File: config.mk
export PLATFORM = sky130hd
export DESIGN_NAME = pipe_stall_ctrl
export DESIGN_NICKNAME = d
export VERILOG_FILES = /design/src/rtl/pipe_stall_ctrl_pkg.sv /design/src/rtl/pipe_stall_ctrl_stall_counter.sv /design/src/rtl/pipe_stall_ctrl.sv
export SDC_FILE = /design/constraint.sdc
export NUM_CORES = 1
export LEC_CHECK = 0
export BUFFER_PORTS_ARGS = -buffer_cell sky130_fd_sc_hd__buf_4
export CAP_MARGIN = 15
export CELL_PAD_IN_SITES_DETAIL_PLACEMENT = 1
export CELL_PAD_IN_SITES_GLOBAL_PLACEMENT = 1
export CORE_MARGIN = 2
export CORE_UTILIZATION = 25
export DETAILED_ROUTE_END_ITERATION = 6
export GPL_ROUTABILITY_DRIVEN = 0
export PLACE_DENSITY = 0.61
export SYNTH_ARGS = -nofsm -noshare
export SYNTH_HDL_FRONTEND = slang
export SYNTH_SLANG_ARGS = --single-unit
File: constraint.sdc
create_clock -name clk -period 2.45 [get_ports clk]
set_clock_uncertainty 0.15 [all_clocks]
set_input_delay 0.1225 -clock clk [delete_from_list [all_inputs] [get_ports clk]]
set_output_delay 0.1225 -clock clk [all_outputs]
set_load 0.005 [all_outputs]
File: src/rtl/pipe_stall_ctrl_pkg.sv
// Shared types for the pipeline stall/valid controller: drain FSM states
// and a stage-index type wide enough for any supported pipeline depth.
package lc3b_types;

  typedef enum logic [1:0] {
    RUN,
    DRAIN,
    IDLE
  } drain_state_t;

  localparam int MAX_STAGES = 16;

  typedef logic [$clog2(MAX_STAGES)-1:0] stage_idx_t;

endpackage

File: src/rtl/pipe_stall_ctrl_stall_counter.sv
// Saturating per-stage stall-cycle counter; clear wins over increment.
module stall_counter #(
  parameter int CNT_W = 16
) (
  input  logic             clk,
  input  logic             reset_n,
  input  logic             clear,
  input  logic             inc,
  output logic [CNT_W-1:0] cnt
);

  always_ff @(posedge clk) begin
    if (!reset_n || clear) begin
      cnt <= '0;
    end else if (inc && !(&cnt)) begin
      cnt <= cnt + 1'b1;
    end
  end

endmodule

File: src/rtl/pipe_stall_ctrl.sv
// Pipeline stall and valid controller: owns every stage's valid bit, derives
// load enables from stall requests, squashes on redirect and handles drain.
module pipe_stall_ctrl
  import lc3b_types::*;
#(
  parameter int NUM_STAGES = 5,
  parameter int CNT_W      = 16,
  parameter int COLLAPSE   = 1
) (
  input  logic                          clk,
  input  logic                          reset_n,
  input  logic                          fetch_valid,
  input  logic [NUM_STAGES-1:0]         stall_req,
  input  logic                          flush,
  input  logic [$clog2(NUM_STAGES)-1:0] flush_stage,
  input  logic                          drain_req,
  input  logic                          cnt_clear,
  output logic [NUM_STAGES-1:0]         load,
  output logic [NUM_STAGES-1:0]         stage_valid,
  output logic                          fetch_ready,
  output logic                          drained,
  output logic [NUM_STAGES*CNT_W-1:0]   stall_cnt
);

  localparam logic COLLAPSE_EN = (COLLAPSE != 0);

  logic [NUM_STAGES-1:0] hold;
  logic [NUM_STAGES-1:0] next_valid;
  drain_state_t          state;

  // Backpressure ripples from the oldest stage towards fetch; a bubble
  // absorbs it when collapsing is enabled.
  always_comb begin
    hold = '0;
    hold[NUM_STAGES-1] = stall_req[NUM_STAGES-1];
    for (int i = NUM_STAGES-2; i >= 0; i--) begin
      hold[i] = stall_req[i] | (hold[i+1] & (stage_valid[i+1] | ~COLLAPSE_EN));
    end
  end

  // An empty stage still captures under collapsing, so the instruction its
  // upstream neighbour releases into the bubble is never dropped.
  assign load        = ~hold | ({NUM_STAGES{COLLAPSE_EN}} & ~stage_valid);
  assign fetch_ready = ~hold[0] & (state == RUN);

  for (genvar j = 0; j < NUM_STAGES; j++) begin : g_valid
    localparam stage_idx_t IDX = stage_idx_t'(j);
    logic incoming;
    logic nv;

    if (j == 0) begin : g_head
      assign incoming = fetch_valid & fetch_ready;
    end else begin : g_body
      assign incoming = stage_valid[j-1] & ~hold[j-1];
    end

    // Younger-than-redirect work dies; the resolving stage keeps its own
    // instruction but refuses whatever would flow into it.
    always_comb begin
      nv = load[j] ? incoming : stage_valid[j];
      if (flush) begin
        if (IDX < stage_idx_t'(flush_stage)) begin
          nv = 1'b0;
        end else if ((IDX == stage_idx_t'(flush_stage)) && load[j]) begin
          nv = 1'b0;
        end
      end
    end

    assign next_valid[j] = nv;
  end

  always_ff @(posedge clk) begin
    if (!reset_n) begin
      stage_valid <= '0;
    end else begin
      stage_valid <= next_valid;
    end
  end

  always_ff @(posedge clk) begin
    if (!reset_n) begin
      state   <= RUN;
      drained <= 1'b0;
    end else begin
      case (state)
        RUN: begin
          if (drain_req) begin
            state <= DRAIN;
          end
        end
        DRAIN: begin
          if (~|stage_valid) begin
            state   <= IDLE;
            drained <= 1'b1;
          end else if (!drain_req) begin
            state <= RUN;
          end
        end
        IDLE: begin
          if (!drain_req) begin
            state   <= RUN;
            drained <= 1'b0;
          end
        end
        default: begin
          state   <= RUN;
          drained <= 1'b0;
        end
      endcase
    end
  end

  for (genvar i = 0; i < NUM_STAGES; i++) begin : g_cnt
    stall_counter #(
      .CNT_W(CNT_W)
    ) u_cnt (
      .clk    (clk),
      .reset_n(reset_n),
      .clear  (cnt_clear),
      .inc    (stage_valid[i] & hold[i]),
      .cnt    (stall_cnt[i*CNT_W +: CNT_W])
    );
  end

endmodule

==> metrics.md <==
| Metric | Value |
|---|---|
| Max_slew headroom | `56.7%` |
| Delay of the slowest critical-path stage | `0.56 ns` |
| Total wire length | `16000 um` |
| Crit-path cells | `buf_4 -> nand3_1 -> o22ai_2 -> inv_1 -> buf_4 -> a21oi_1 -> dlygate4sd3_1` |
| CP arrival | `2.35 ns` |
| DR DRC count | `0` |
| Cells on worst reg2reg path | `7` |
| # H-tree levels | `3` |
| Worst-margin pin slew | `0.649 ns` |
| Initial antenna violation count | `0` |
| DR WL/cell | `16.5 um` |
| Starting Density | `25.6%` |
| Placement Cell Area | `5940 um2` |
| Worst path bufs/invs | `4` |
| Gr ovfl total | `0` |
| VDD IR-drop max | `0.315 mV` |
| Share of layout cells above drive strength 1 | `21.0%` |
| Kind of critical path | `reg -> reg` |
| Syn Area/Cell | `8.18 um2` |
| Design area | `6450 um2` |
| Synth Cell Area | `4830 um2` |
| Critical Path Source | `stage_valid[3]` |
| Synth Warn # | `0` |
| ANT cells | `0` |
| RSZ-0062 raised after global routing | `false` |
| Final Cycle Share | `92.5%` |
| Register bit total from synthesis | `88` |
| Status | `complete, no violations` |
| Crit-path max FO | `20` |
| Number of flops mapped to enable cells by yosys | `0` |
| CTS buffer count | `9` |
| Max-cap check violation count | `0` |
| Post-synth top area share | `36.5%` |
| Post-synth ARST share | `0%` |
| Worst min-delay path category | `in -> reg` |
| Number of global-route vias before repair | `5178` |
| Die area | `20400 um2` |
| Hold Path Origin | `flush_stage[2]` |
| Final setup fails | `0` |
| Post-synth top area cell | `dfxtp_1` |
| Fmax | `441 MHz` |
| Critical path required time | `2.54 ns` |
| Cell leakage power | `2.27 nW` |
| Final hold violation count | `0` |
| Starting DRC count in detailed routing | `228` |
| I/O pin cnt | `106` |
| DR vias/cell | `5.26` |
| CP Depth | `7` |
| Detail Route Antenna Nets | `0` |
| Die H | `143 um` |
| Clock tree sinks | `88` |
| Chip width | `143 um` |
| Final setup TNS | `0 ns` |
| Synthesized Nets | `609` |
| Vias | `5106` |
| I/O Buffers | `105` |
| Skew-Pair Late Insertion Delay | `0.35 ns` |
| Sequential element share of the synthesized area | `36.5%` |
| GRT Total Usage | `16.0%` |
| Slew Limit Fails | `0` |
| Total Nets Final | `724` |
| Min cycle time layout | `2.27 ns` |
| Most frequent CP cell | `buf_4` |
| Area Overhead vs Synth | `33.6%` |
| CTS tree | `done` |
| CORE AREA | `18800 um2` |
| Hold path endpoint | `stage_valid[4]` |
| Total iterations of the first detailed-routing run | `4` |
| Largest net degree at the start of global routing | `83` |
| FF-to-FF End | `stage_valid[1]` |
| Synth Flop Type | `dfxtp_1` |
| Root Buffer | `clkbuf_16` |
| First-pass GRT wire length | `26500 um` |
| Rows | `50` |
| Most area-consuming cells after synthesis | `dfxtp_1, mux2i_1, nand2_1, a21oi_1, nand2b_1` |
| Hold Path Stages | `4` |
| Worst reg2reg setup slack | `0.18 ns` |
| PwrDens | `492 nW/um2` |
| Top delay family on crit path | `buffers and inverters` |
| Detailed placer's ending HPWL | `11600 um` |
| FF-to-FF Start | `stage_valid[3]` |
| Crit start category | `flip-flop` |
| Synth cell types | `46` |
| Clock transition at path regs | `0.07 ns` |
| CP max-delay cell | `dlygate4sd3_1` |
| CP endpoint kind | `flip-flop` |
| Bufs on Longest Clock Path | `2` |
| Syn Inst Count | `590` |
[report_power, final]
group	total (W)	switching (W)	internal (W)
clock network	0.00159	0.000612	0.000979
registers	0.00144	0.00000490	0.00143
logic	0.000145	0.0000851	0.0000600
total	0.00317	0.000702	0.00247
[flip-flops by register name, summed over array words and instances, names as in the netlist]
register         count
state                2
drained              1
stage_valid          5
g_cnt.u_cnt.cnt     80
[routing by layer]
layer  vias up  track usage (%)  routed length, um
met5         -                0                  0
met4         0             4.22                178
met3        12             2.78                659
met2       103             27.1               7530
met1      2494             20.8               7670
li1       2497                -                  -
[timing repair]
action,CTS,global route
hold endpoints to repair,8,0
endpoints found under the setup margin,0,1
resized for setup,0,1
hold buffers,14,0
buffers inserted,0,2
[layout by cell type (no fill, tap or decap), types with 10 or more instances in the layout]
cell type	netlist	layout
inv_1	15	14
buf_4	1	122
a21oi_1	44	44
nand4_1	30	30
dfxtp_1	88	88
mux2i_1	32	32
or4_1	24	24
and4_1	15	15
o21ai_0	16	15
o31ai_1	24	24
nand3_1	30	30
nor4_1	26	26
dlygate4sd3_1	0	14
and3_1	16	16
nand2_1	69	69
nand2b_1	32	31
and2_1	12	12
or3_1	10	10
[through the flow]
| step | utilization [%] | instances | hold WS [ns] | power, W | setup WS, ns |
|---|---|---|---|---|---|
| finish | 34.3 | 970 | 0.0395 | 0.00317 | 0.184 |
| global route | 34.3 | 970 | 0.0814 | 0.00330 | 0.0520 |
| global placement | 31.6 | 937 | 0.219 | 0.00160 | 0.339 |
| CTS | 34.1 | 967 | 0.0173 | 0.00321 | 0.0133 |
| detailed placement | 31.6 | 937 | 0.222 | 0.00161 | 0.270 |
| floorplan | - | 590 | 0.0908 | 0.00154 | 0.440 |
[cells by family (layout without fill, tap and decap cells)]
logic type      Yosys count  in the layout  synth area share [%]
fa+ha+maj                 5              5                  1.30
flops                    88             88                  36.5
mux                      32             32                  6.64
buf+inv                  50            170                  4.22
compound gates          127            127                  17.2
simple gates            288            288                  34.1
[how the worst max path moves through the flow]
stage	endpoint	slack (ns)
2_1_floorplan	g_cnt[4].u_cnt.cnt[13]	0.44
3_3_place_gp	g_cnt[4].u_cnt.cnt[13]	0.34
3_5_place_dp	g_cnt[4].u_cnt.cnt[13]	0.27
4_1_cts	stage_valid[2]	0.01
5_1_grt	fetch_ready	0.05
6_report	stage_valid[1]	0.18
[worst min-delay path, delay by kind of cell]
kind / cells / cell delay, ns
compound gates: 1 / 0.13
simple gates: 2 / 0.12
buf+inv: 1 / 0.11
[area by class of cell]
| type | count | area (um2) |
|---|---|---|
| clock buffer | 12 | 267 |
| clock inverter | 4 | 75.1 |
| fill | 2240 | 12400 |
| inverter | 16 | 63.8 |
| multi-input combinational | 452 | 2880 |
| sequential | 88 | 1760 |
| tap | 260 | 325 |
| timing repair buffer | 137 | 1080 |
| timing repair inverter | 1 | 5.00 |
[cell usage after synthesis (5+ instances only)]
master / count
dfxtp_1: 88
a31oi_1: 6
o311ai_0: 5
or3_1: 10
nor2_1: 5
mux2i_1: 32
inv_1: 15
or4_1: 24
a21oi_1: 44
and3_1: 16
ha_1: 5
nand4_1: 30
clkbuf_1: 25
and2_1: 12
o31ai_1: 24
nand2b_1: 32
o21ai_0: 16
a211oi_1: 6
nor4_1: 26
and4_1: 15
o41ai_1: 6
nor3_1: 9
nand2_1: 69
nand3_1: 30
Power figures use the tool's default switching activity.
